--- config.mk ---
export PLATFORM = sky130hd
export DESIGN_NAME = bus_checker_mc
export DESIGN_NICKNAME = d
export VERILOG_FILES = /design/src/rtl/bus_checker_mc.sv
export SDC_FILE = /design/constraint.sdc
export NUM_CORES = 2
export LEC_CHECK = 0
export BUFFER_PORTS_ARGS = -buffer_cell sky130_fd_sc_hd__clkbuf_2
export CORE_MARGIN = 2
export CORE_UTILIZATION = 65
export CTS_BUF_LIST = sky130_fd_sc_hd__clkbuf_8
export DETAILED_ROUTE_END_ITERATION = 16
export PLACE_DENSITY = 0.84
export SLEW_MARGIN = 20
export SYNTH_ARGS = -nofsm -noshare
export SYNTH_HDL_FRONTEND = slang
export SYNTH_SLANG_ARGS = --single-unit
--- constraint.sdc ---
create_clock -name clk_i -period 13.6 [get_ports clk_i]
set_input_delay 2.72 -clock clk_i [delete_from_list [all_inputs] [get_ports clk_i]]
set_output_delay 2.72 -clock clk_i [all_outputs]
set_load 0.005 [all_outputs]
--- src/rtl/bus_checker_mc.sv ---
`default_nettype none
// ============================================================================
// bus_checker_mc : per-terminal scoreboard matching sent vs. observed transfers
// Rev 1.0 - initial release
// ============================================================================
module bus_checker_mc #(
  parameter int         DRIVERS   = 4,
  parameter int         WIDTH     = 32,
  parameter int         DEPTH     = 8,
  parameter logic [7:0] BROADCAST = {8{1'b1}},
  parameter int         TIMEOUT   = 1024,
  parameter int         TSW       = 32
) (
  input  logic                       clk_i,
  input  logic                       rst_ni,
  input  logic                       exp_valid_i,
  output logic                       exp_ready_o,
  input  logic [7:0]                 exp_dest_i,
  input  logic [WIDTH-1:0]           exp_data_i,
  input  logic                       rcv_valid_i,
  output logic                       rcv_ready_o,
  input  logic [$clog2(DRIVERS)-1:0] rcv_term_i,
  input  logic [WIDTH-1:0]           rcv_data_i,
  output logic                       res_valid_o,
  input  logic                       res_ready_i,
  output logic [1:0]                 res_kind_o,
  output logic [$clog2(DRIVERS)-1:0] res_term_o,
  output logic [WIDTH-1:0]           res_data_o,
  output logic [TSW-1:0]             res_latency_o,
  output logic [15:0]                cnt_ok_o,
  output logic [15:0]                cnt_err_o,
  output logic [15:0]                cnt_to_o
);
  localparam int TW = $clog2(DRIVERS);
  localparam int IW = $clog2(DEPTH);
  localparam int CW = $clog2(DEPTH + 1);
  localparam logic [1:0] KIND_MATCH = 2'b00;
  localparam logic [1:0] KIND_UNEXP = 2'b01;
  localparam logic [1:0] KIND_TMO   = 2'b10;

  // Each terminal keeps its entries packed at the low indices, slot 0 oldest.
  logic [CW-1:0]    cnt_q   [DRIVERS];
  logic [CW-1:0]    cnt_d   [DRIVERS];
  logic [WIDTH-1:0] data_q  [DRIVERS][DEPTH];
  logic [WIDTH-1:0] data_d  [DRIVERS][DEPTH];
  logic [TSW-1:0]   stamp_q [DRIVERS][DEPTH];
  logic [TSW-1:0]   stamp_d [DRIVERS][DEPTH];

  logic [TSW-1:0]   ts_q, ts_d;
  logic [TW-1:0]    rr_q, rr_d;
  logic             res_valid_q, res_valid_d;
  logic [1:0]       res_kind_q, res_kind_d;
  logic [TW-1:0]    res_term_q, res_term_d;
  logic [WIDTH-1:0] res_data_q, res_data_d;
  logic [TSW-1:0]   res_lat_q, res_lat_d;
  logic [15:0]      ok_q, ok_d, err_q, err_d, to_q, to_d;

  logic [DRIVERS-1:0] full, rm_sel, enq_sel;
  logic [CW-1:0]      wr_pos [DRIVERS];
  logic               is_bcast, dest_ok, dest_full, exp_fire, drop;
  logic               res_free, rcv_fire, res_hs, to_fire, rm_en;
  logic               hit, old_valid;
  logic [IW-1:0]      hit_idx, rm_idx;
  logic [TW-1:0]      rm_term;
  logic [WIDTH-1:0]   old_data;
  logic [TSW-1:0]     hit_stamp, old_stamp, old_age;

  function automatic logic [15:0] sat_add(input logic [15:0] v, input logic [1:0] inc);
    logic [16:0] s;
    s = {1'b0, v} + {15'd0, inc};
    return s[16] ? 16'hFFFF : s[15:0];
  endfunction

  always_comb begin
    dest_full = 1'b0;
    for (int t = 0; t < DRIVERS; t++) begin
      full[t] = (cnt_q[t] == CW'(DEPTH));
      if (exp_dest_i == 8'(t)) dest_full = full[t];
    end
  end

  assign is_bcast    = (exp_dest_i == BROADCAST);
  assign dest_ok     = !is_bcast && (exp_dest_i < 8'(DRIVERS));
  assign exp_ready_o = rst_ni & (is_bcast ? ~|full : (dest_ok ? ~dest_full : 1'b1));
  assign exp_fire    = exp_valid_i & exp_ready_o;
  assign drop        = exp_fire & ~is_bcast & ~dest_ok;
  assign res_free    = ~res_valid_q | res_ready_i;
  assign rcv_ready_o = rst_ni & res_free;
  assign rcv_fire    = rcv_valid_i & rcv_ready_o;
  assign res_hs      = res_valid_q & res_ready_i;

  // Descending scan so the lowest (oldest) matching slot wins.
  always_comb begin
    hit       = 1'b0;
    hit_idx   = '0;
    hit_stamp = '0;
    old_valid = 1'b0;
    old_data  = '0;
    old_stamp = '0;
    for (int t = 0; t < DRIVERS; t++) begin
      if (rcv_term_i == TW'(t)) begin
        for (int i = DEPTH - 1; i >= 0; i--) begin
          if ((CW'(i) < cnt_q[t]) && (data_q[t][i] == rcv_data_i)) begin
            hit       = 1'b1;
            hit_idx   = IW'(i);
            hit_stamp = stamp_q[t][i];
          end
        end
      end
      if (rr_q == TW'(t)) begin
        old_valid = (cnt_q[t] != '0);
        old_data  = data_q[t][0];
        old_stamp = stamp_q[t][0];
      end
    end
  end

  assign old_age = ts_q - old_stamp;
  assign to_fire = old_valid && (old_age >= TSW'(TIMEOUT)) && res_free && !rcv_fire;
  assign rm_en   = (rcv_fire && hit) || to_fire;
  assign rm_term = rcv_fire ? rcv_term_i : rr_q;
  assign rm_idx  = rcv_fire ? hit_idx : '0;

  // Removal is applied before the enqueue position is chosen, but readiness
  // was already decided on the pre-removal occupancy.
  always_comb begin
    for (int t = 0; t < DRIVERS; t++) begin
      rm_sel[t]  = rm_en && (rm_term == TW'(t));
      enq_sel[t] = exp_fire && (is_bcast || (exp_dest_i == 8'(t)));
      wr_pos[t]  = cnt_q[t] - (rm_sel[t] ? CW'(1) : CW'(0));
    end
  end

  always_comb begin
    data_d  = data_q;
    stamp_d = stamp_q;
    for (int t = 0; t < DRIVERS; t++) begin
      cnt_d[t] = wr_pos[t] + (enq_sel[t] ? CW'(1) : CW'(0));
      for (int i = 0; i < DEPTH - 1; i++) begin
        if (rm_sel[t] && (IW'(i) >= rm_idx)) begin
          data_d[t][i]  = data_q[t][i+1];
          stamp_d[t][i] = stamp_q[t][i+1];
        end
      end
      for (int i = 0; i < DEPTH; i++) begin
        if (enq_sel[t] && (CW'(i) == wr_pos[t])) begin
          data_d[t][i]  = exp_data_i;
          stamp_d[t][i] = ts_q;
        end
      end
    end
  end

  always_comb begin
    res_valid_d = res_valid_q & ~res_ready_i;
    res_kind_d  = res_kind_q;
    res_term_d  = res_term_q;
    res_data_d  = res_data_q;
    res_lat_d   = res_lat_q;
    if (rcv_fire) begin
      res_valid_d = 1'b1;
      res_kind_d  = hit ? KIND_MATCH : KIND_UNEXP;
      res_term_d  = rcv_term_i;
      res_data_d  = rcv_data_i;
      res_lat_d   = hit ? (ts_q - hit_stamp) : '0;
    end else if (to_fire) begin
      res_valid_d = 1'b1;
      res_kind_d  = KIND_TMO;
      res_term_d  = rr_q;
      res_data_d  = old_data;
      res_lat_d   = old_age;
    end
    ok_d = sat_add(ok_q, {1'b0, res_hs && (res_kind_q == KIND_MATCH)});
    err_d = sat_add(err_q, {1'b0, res_hs && (res_kind_q == KIND_UNEXP)} + {1'b0, drop});
    to_d = sat_add(to_q, {1'b0, res_hs && (res_kind_q == KIND_TMO)});
    ts_d = ts_q + TSW'(1);
    rr_d = (rr_q == TW'(DRIVERS - 1)) ? '0 : rr_q + TW'(1);
  end

  always_ff @(posedge clk_i or negedge rst_ni) begin
    if (!rst_ni) begin
      for (int t = 0; t < DRIVERS; t++) cnt_q[t] <= '0;
      ts_q        <= '0;
      rr_q        <= '0;
      res_valid_q <= 1'b0;
      res_kind_q  <= '0;
      res_term_q  <= '0;
      res_data_q  <= '0;
      res_lat_q   <= '0;
      ok_q        <= '0;
      err_q       <= '0;
      to_q        <= '0;
    end else begin
      cnt_q       <= cnt_d;
      ts_q        <= ts_d;
      rr_q        <= rr_d;
      res_valid_q <= res_valid_d;
      res_kind_q  <= res_kind_d;
      res_term_q  <= res_term_d;
      res_data_q  <= res_data_d;
      res_lat_q   <= res_lat_d;
      ok_q        <= ok_d;
      err_q       <= err_d;
      to_q        <= to_d;
    end
  end

  // Slot payloads need no reset: occupancy counts alone define validity.
  always_ff @(posedge clk_i) begin
    data_q  <= data_d;
    stamp_q <= stamp_d;
  end

  assign res_valid_o   = res_valid_q;
  assign res_kind_o    = res_kind_q;
  assign res_term_o    = res_term_q;
  assign res_data_o    = res_data_q;
  assign res_latency_o = res_lat_q;
  assign cnt_ok_o      = ok_q;
  assign cnt_err_o     = err_q;
  assign cnt_to_o      = to_q;

endmodule
`default_nettype wire

==> Yosys cells after proc, flatten, opt, wreduce, memory -nomap -nowiden <==
Cells that the tools add are included.
{ "totals": {"ff_bits": 2215, "input_bits": 79, "out_inout_bits": 119} }
{ "op_classes": {"eq_ne": 79, "n_reduce_logical": 159, "mux": 264, "add_sub_neg": 16, "n_bitwise": 14, "n_lt_le_gt_ge": 41} }
{ "op_table": {"columns": ["operator", "n"], "rows": [
  ["32-bit 2-to-1 mux", 161],
  ["32-bit == test", 32],
  ["3-bit 2-to-1 mux", 37],
  ["1-bit logical AND", 108],
  ["3-bit by 4-bit == test with 1-bit output (first input constant)", 16],
  ["3-bit by 4-bit less-than comparator with 1-bit output (first input constant)", 16],
  ["32-bit subtractor", 2],
  ["2-bit nonzero test", 29],
  ["1-bit 2-to-1 mux", 57],
  ["16-bit 2-to-1 mux", 3],
  ["16-bit by 1-bit adder with 17-bit output", 2],
  ["32-bit by 1-bit adder with 32-bit output (second input constant)", 1],
  ["2-bit by 4-bit == test with 1-bit output (first input constant)", 8],
  ["32-bit by 11-bit greater-or-equal comparator with 1-bit output (second input constant)", 1],
  ["1-bit by 4-bit less-than comparator with 1-bit output (first input constant)", 8],
  ["2-bit by 4-bit less-than comparator with 1-bit output (first input constant)", 8],
  ["16-bit by 2-bit adder with 17-bit output", 1],
  ["4-bit by 1-bit adder with 4-bit output", 4],
  ["1-bit by 4-bit == test with 1-bit output (first input constant)", 4],
  ["4-bit == test (second input constant)", 4],
  ["8-bit by 2-bit == test with 1-bit output (second input constant)", 2],
  ["4-bit zero test", 4],
  ["4-bit nonzero test", 4],
  ["4-bit by 1-bit subtractor with 4-bit output", 4],
  ["19 further kinds", 57]
]} }

==> Logic depth before layout (Yosys ltp) <==
{ "depth": {"word_depth": 46, "mapped_depth": 39} }

==> Worst setup path before layout <==
No wires, ideal clock.
{ "synth_timing": {"path_type": "input -> register", "start": "input port rcv_data_i[8]", "end": "register data_q[768] (netlist name) (enable)", "setup_time_ps": 644, "path_buffers": 5, "setup_slack_ps": 854, "stages": 22, "t_arrival_ps": 12102, "path_cell_list": "buf_2 buf_4 buf_6 buf_2 xnor2_1 nand2_1 nor4_2 nand2b_1 nor3_1 nand3_1 a211o_1 and2_1 buf_2 a2bb2oi_1 nand2b_1 inv_1 ha_1 nor2b_1 nor2b_1 xnor2_1 nand2_1 nor4_1"} }
{ "synth_via": {"elab_chain_len": 45, "word_cells_on_any_way": 107, "classes_between": "1 x add/sub; 33 x eq/ne; 37 x mux; 36 x reduce/logical"} }
{ "synth_rtl": {"columns": ["item", "line_no", "rtl"], "rows": [
  ["start, declared", "23", "input logic [WIDTH-1:0] rcv_data_i,"],
  ["32-bit == test", "103", "if ((CW'(i) < cnt_q[t]) && (data_q[t][i] == rcv_data_i)) begin"],
  ["1-bit logical AND", "103", null],
  ["1-bit 2-to-1 mux (8 in series)", "103", null],
  ["1-bit 2-to-1 mux", "101", "if (rcv_term_i == TW'(t)) begin"],
  ["1-bit 2-to-1 mux (8 in series)", "103", null],
  ["1-bit 2-to-1 mux", "101", null],
  ["1-bit 2-to-1 mux (8 in series)", "103", null],
  ["1-bit 2-to-1 mux", "101", null],
  ["1-bit 2-to-1 mux (8 in series)", "103", null],
  ["1-bit 2-to-1 mux *", "101", null],
  ["1-bit logical AND *", "120", "assign rm_en = (rcv_fire && hit) || to_fire;"],
  ["1-bit logical OR *", "120", null],
  ["1-bit logical AND *", "128", "rm_sel[t] = rm_en && (rm_term == TW'(t));"],
  ["1-bit 2-to-1 mux *", "130", "wr_pos[t] = cnt_q[t] - (rm_sel[t] ? CW'(1) : CW'(0));"],
  ["4-bit by 1-bit subtractor with 4-bit output *", "130", null],
  ["3-bit by 4-bit == test with 1-bit output *", "146", "if (enq_sel[t] && (CW'(i) == wr_pos[t])) begin"],
  ["1-bit logical AND *", "146", null],
  ["end signal, assigned", "210", "data_q <= data_d;"],
  ["end, declared", "44", "logic [WIDTH-1:0] data_q [DRIVERS][DEPTH];"]
]} }
Mark *: on every way between the ends. The rest lies on a longest branch, timed or not.
A chain may end at the register's enable or synchronous reset.

==> Final worst setup path <==
{ "layout_timing": {"start": "register rr_q[0]", "end": "register data_q[151] (netlist name) (enable)"} }
{ "layout_via": {"elab_chain_len": 17, "word_cells_on_any_way": 27, "classes_between": "2 x add/sub; 1 x order compare; 5 x eq/ne; 10 x mux; 9 x reduce/logical"} }
{ "layout_rtl": {"columns": ["item", "line_no", "rtl"], "rows": [
  ["start, declared", "50", "logic [TW-1:0] rr_q, rr_d;"],
  ["start signal, assigned", "196", "rr_q <= rr_d;"],
  ["2-bit zero test", "110", "if (rr_q == TW'(t)) begin"],
  ["32-bit 2-to-1 mux (4 in series)", "110", null],
  ["32-bit subtractor", "118", "assign old_age = ts_q - old_stamp;"],
  ["32-bit by 11-bit greater-or-equal comparator with 1-bit output", "119", "assign to_fire = old_valid && (old_age >= TSW'(TIMEOUT)) && res_free && !rcv_fire;"],
  ["1-bit logical AND (3 in series)", "119", null],
  ["1-bit logical OR", "120", null],
  ["1-bit logical AND *", "128", null],
  ["1-bit 2-to-1 mux", "130", null],
  ["4-bit by 1-bit subtractor with 4-bit output", "130", null],
  ["2-bit by 4-bit == test with 1-bit output", "146", null],
  ["1-bit logical AND", "146", null],
  ["2-bit nonzero test (no line) *", null, null]
]} }
Marked as above.

==> Flow_metrics.wiki <==
{| class="wikitable"
! Metric !! Value
|-
| Result of the run || completed
|-
| Global route hottest layer || met2
|-
| Largest driver fanout on the critical path || 69
|-
| First-pass iteration count of the detailed router || 9
|-
| Total Neg Setup Slack || 0 ns
|-
| Core area || 185000 sq um
|-
| Synth Net Count || about 10000
|-
| Layout cells sized above 1 || 0.2742
|-
| IO Port Bufs || between 150 and 200
|-
| Gpl congestion || between 1 and 1.5
|-
| Die Width || ~440 um
|-
| Mapped Cells || a little under 10000
|-
| Buffer depth of the longest clock path || 4
|-
| Post-Synth Adder-Cell Area || 0.009719
|-
| Number of top-level pins || slightly below 200
|-
| Number of nets in the final layout || about 10000
|-
| Slowest-stage cell, CP || sky130_fd_sc_hd__o32a_1
|-
| Clock edge transition at the registers on the reported setup and hold paths || 0.06 ns
|-
| Final cycle utilization of the critical path || 0.8350
|-
| Number of CTS-inserted buffers || roughly 380
|-
| EDFF count, synth || approximately 2000
|-
| Count of endpoints failing setup in the final report || 0
|-
| Die boundary height || 435.0 um
|-
| Destination of the worst register-to-register timing path || data_q[151]
|-
| Number of remaining DRC errors || 0
|-
| Count of nets left with antenna violations after detail routing || 0
|-
| Actual transition at the worst max-transition pin || approximately 1.3 ns
|-
| Post-synthesis to final-layout area growth || 8.355%
|-
| M3 GR Usage || 0.1487
|-
| Mean Syn Cell Area || around 12 sq um
|-
| WL/cell || ~34 um
|-
| Endpoint arrival time on the critical path || between 10 and 15 ns
|-
| Endpoint of the worst hold path || cnt_err_o[12]
|-
| Pwr Density || about 120 nW/um^2
|-
| R2r setup slk || ~2.2 ns
|-
| Required time at the endpoint of the critical path || roughly 14 ns
|-
| Overflow left after global routing || 0
|-
| Synth Area in Compound Gates || 0.07298
|-
| Hold WC Path Type || flip-flop to flip-flop
|-
| Slew headroom || 0.1393
|-
| Post-CTS setup buffers || 0
|-
| Cell variety after synth || 109
|-
| Summed instance area of the synthesized netlist || around 120000 sq um
|-
| Final WL || approximately 430 mm
|-
| Post-CTS resize count || 0
|-
| Area share of xor/xnor cells in the synthesized design || 0.08254
|-
| Clock root cell || sky130_fd_sc_hd__clkbuf_8
|-
| Origin of the worst min-delay path || cnt_err_o[12]
|-
| Worst setup path category || flip-flop to flip-flop
|-
| Wire length of the first global-routing pass || 603.1 mm
|-
| Reg2Reg Depth || 31
|-
| Number of synthesized register bits || about 2200
|-
| Std cell rows || roughly 160
|-
| Via-to-Cell Ratio || 7.031
|-
| CP most frequent cell || sky130_fd_sc_hd__a21oi_1
|-
| Antenna violations before repair || 26
|-
| Max-cap viol count || 0
|-
| Clock tree from TritonCTS || yes
|-
| Reg-to-reg startpoint || rr_q[0]
|-
| Maximum number of pins on one net before global-route repair || 73
|-
| Maximum vdd drop || 0.1211 mV
|-
| Min Hold Slack || approximately 0.52 ns
|-
| Largest stage delay on the critical path || around 0.85 ns
|-
| Sequential cell area fraction in the yosys report || 0.5439
|-
| Highest clock frequency the design can meet || about 88 MHz
|-
| Die area || roughly 190000 sq um
|-
| Vias after detailed routing || about 89000
|-
| Warnings from Yosys || 0
|-
| Effective utilization at floorplan || 0.6526
|-
| Hold Buf Count CTS || 0
|-
| Clk_lat worst skew || approximately 1.2 ns
|-
| Combinational family with the most area after synthesis || multiplexers
|-
| CP startpoint kind || flip-flop
|-
| Most used flip-flop cell after synthesis || sky130_fd_sc_hd__edfxtp_1
|-
| Hold path cells || 1
|-
| Clock Sink Count || 2215
|-
| Static Leakage || about 0.046 uW
|-
| GR Util met1 || 0.6050
|-
| Fraction of synthesized area in multiplexers || 0.1685
|-
| Area post-placement || roughly 120000 sq um
|-
| Unrepaired setup endpoints after global routing || false
|-
| Synth Area in Simple Gates || 0.08604
|-
| Iteration-0 DRC Markers || between 15000 and 20000
|-
| Vias in the first global route || ~85000
|-
| FFs w/ async S/R, synth || 0.07540
|-
| Met2 usage in global routing || 0.6243
|-
| Summed area of non-filler cells in the final layout || about 130000 sq um
|-
| Maximum clock skew at final layout || 0.08341 ns
|-
| Clock period minus final worst setup slack || roughly 11 ns
|-
| Capturing element type of the critical path || flip-flop
|-
| Clock H-tree levels || 5
|-
| Total Routing Usage GR || 0.4388
|-
| Dpl hpwl || roughly 280 mm
|-
| Hold Violations, Final || 0
|-
| Final count of pins violating max slew || 0
|}
power by group:
part,switching [uW],total (uW),internal (uW)
Sequential,374,8290,7920
Clock,2840,5710,2870
Combinational,1170,1790,614
Total,4390,15800,11400
flip-flops by register name, indices dropped and copies added, names as in the netlist:
name and flops:
cnt_err_o 16, stamp_q 1024, cnt_q 16, cnt_to_o 16
cnt_ok_o 16, res_term_o 2, data_q 1024, res_valid_o 1
ts_q 32, rr_q 2, res_data_o 32, res_latency_o 32
res_kind_o 2
logic make-up (layout without fill, tap and decap cells):
family,after synthesis,count (layout)
mux,1819,1819
buf+inv,915,1256
fa+ha+maj,92,92
xor+xnor,1138,1138
flops,2215,2215
compound gates,1448,1448
other cells,0,12
simple gates,2174,2174
cell type report:
class	instances	area, sq um
flip-flops and latches	2215	65690
well taps	2480	3103
inverters	121	456.7
clock inverters	268	1267
fillers	12630	54190
clock buffers	406	5588
diodes	12	30.03
multi-input cells	6671	51510
repair buffers	461	3202
placed cells by master (no fill, tap or decap), drive strengths merged, types with 35 or more instances in the layout:
cell / instances
a221oi: 43
nand2: 770
nand2b: 41
inv: 252
nor2b: 39
edfxtp: 2048
and3: 71
o22ai: 54
a31oi: 54
mux2i: 118
clkbuf: 577
a211oi: 44
nor2: 471
nand4: 185
xnor2: 598
nor3: 146
or3: 35
a21o: 43
nand3: 141
mux2: 1700
a21oi: 538
nor4: 160
ha: 89
o21a: 55
dfrtp: 167
clkinv: 124
o21ai: 384
xor2: 540
buf: 290
per-layer routing:
layer | part of all wire | up-vias
li1 | - | 36330
met1 | 0.36 | 43360
met2 | 0.42 | 7850
met3 | 0.16 | 1279
met4 | 0.055 | 10
met5 | 0.00078 | -
cell usage after synthesis (18+ instances only):
cell type	instances	area, sq um
sky130_fd_sc_hd__o21a_1	55	412.9
sky130_fd_sc_hd__nand3_1	141	705.7
sky130_fd_sc_hd__o211ai_1	23	172.7
sky130_fd_sc_hd__inv_1	116	435.4
sky130_fd_sc_hd__and3_1	71	444.2
sky130_fd_sc_hd__and2_1	20	125.1
sky130_fd_sc_hd__a31oi_1	53	331.6
sky130_fd_sc_hd__edfxtp_1	2048	61500
sky130_fd_sc_hd__o21ai_1	56	280.3
sky130_fd_sc_hd__a211oi_1	42	315.3
sky130_fd_sc_hd__buf_4	37	277.8
sky130_fd_sc_hd__a21boi_0	31	232.7
sky130_fd_sc_hd__buf_6	73	822.0
sky130_fd_sc_hd__buf_2	156	780.8
sky130_fd_sc_hd__o21bai_1	21	157.7
sky130_fd_sc_hd__o21ai_0	327	1637
sky130_fd_sc_hd__buf_1	124	465.5
sky130_fd_sc_hd__a21oi_1	536	2683
sky130_fd_sc_hd__nand2_1	769	2887
sky130_fd_sc_hd__nor2_1	471	1768
sky130_fd_sc_hd__o22ai_1	54	337.8
sky130_fd_sc_hd__a221oi_1	40	350.3
sky130_fd_sc_hd__nor3_1	138	690.7
sky130_fd_sc_hd__nor2b_1	38	237.7
sky130_fd_sc_hd__o31ai_1	18	135.1
sky130_fd_sc_hd__clkbuf_1	396	1486
sky130_fd_sc_hd__dfrtp_1	167	4179
sky130_fd_sc_hd__nand4_1	184	1151
sky130_fd_sc_hd__o221ai_1	29	254.0
sky130_fd_sc_hd__ha_1	89	1114
sky130_fd_sc_hd__nand2b_1	41	256.5
sky130_fd_sc_hd__xnor2_1	598	5238
sky130_fd_sc_hd__mux2i_1	118	1181
sky130_fd_sc_hd__or3_1	34	212.7
sky130_fd_sc_hd__nor4_1	154	963.4
sky130_fd_sc_hd__a21o_1	43	322.8
sky130_fd_sc_hd__xor2_1	540	4730
sky130_fd_sc_hd__mux2_2	1698	19120
sky130_fd_sc_hd__or2_2	23	143.9
how the worst max path moves through the flow:
| stage | from | to |
|---|---|---|
| 2_1_floorplan | rcv_data_i[8] | data_q[768] |
| 3_3_place_gp | rcv_data_i[28] | stamp_q[1006] |
| 3_5_place_dp | rcv_data_i[30] | stamp_q[1006] |
| 4_1_cts | rr_q[0] | stamp_q[1016] |
| 5_1_grt | rr_q[0] | stamp_q[999] |
| 6_report | rr_q[0] | data_q[151] |
stage by stage:
stage | cells | total power (uW) | util | worst slack [ns]
4_1_cts | 12620 | 15700 | 0.7065 | 2.795
3_5_place_dp | 11940 | 10130 | 0.6695 | 2.450
3_3_place_gp | 11940 | 10050 | 0.6687 | 2.641
5_1_grt | 12630 | 16150 | 0.7070 | 1.942
6_report | 12630 | 15790 | 0.7071 | 2.244
2_1_floorplan | 9801 | 9338 | - | 0.8545
worst max-delay path: cells and delay by family (launching register included):
| family | cells | cell delay, ns |
|---|---|---|
| XOR/XNOR | 2 | 1.03 |
| flip-flops | 1 | 0.46 |
| AND/OR/NAND/NOR | 9 | 3.36 |
| AO/OA/AOI/OAI | 11 | 2.96 |
| adder cells (fa/ha/maj) | 4 | 1.23 |
| buffers and inverters | 5 | 1.79 |
(Power assumes the default switching activity.)
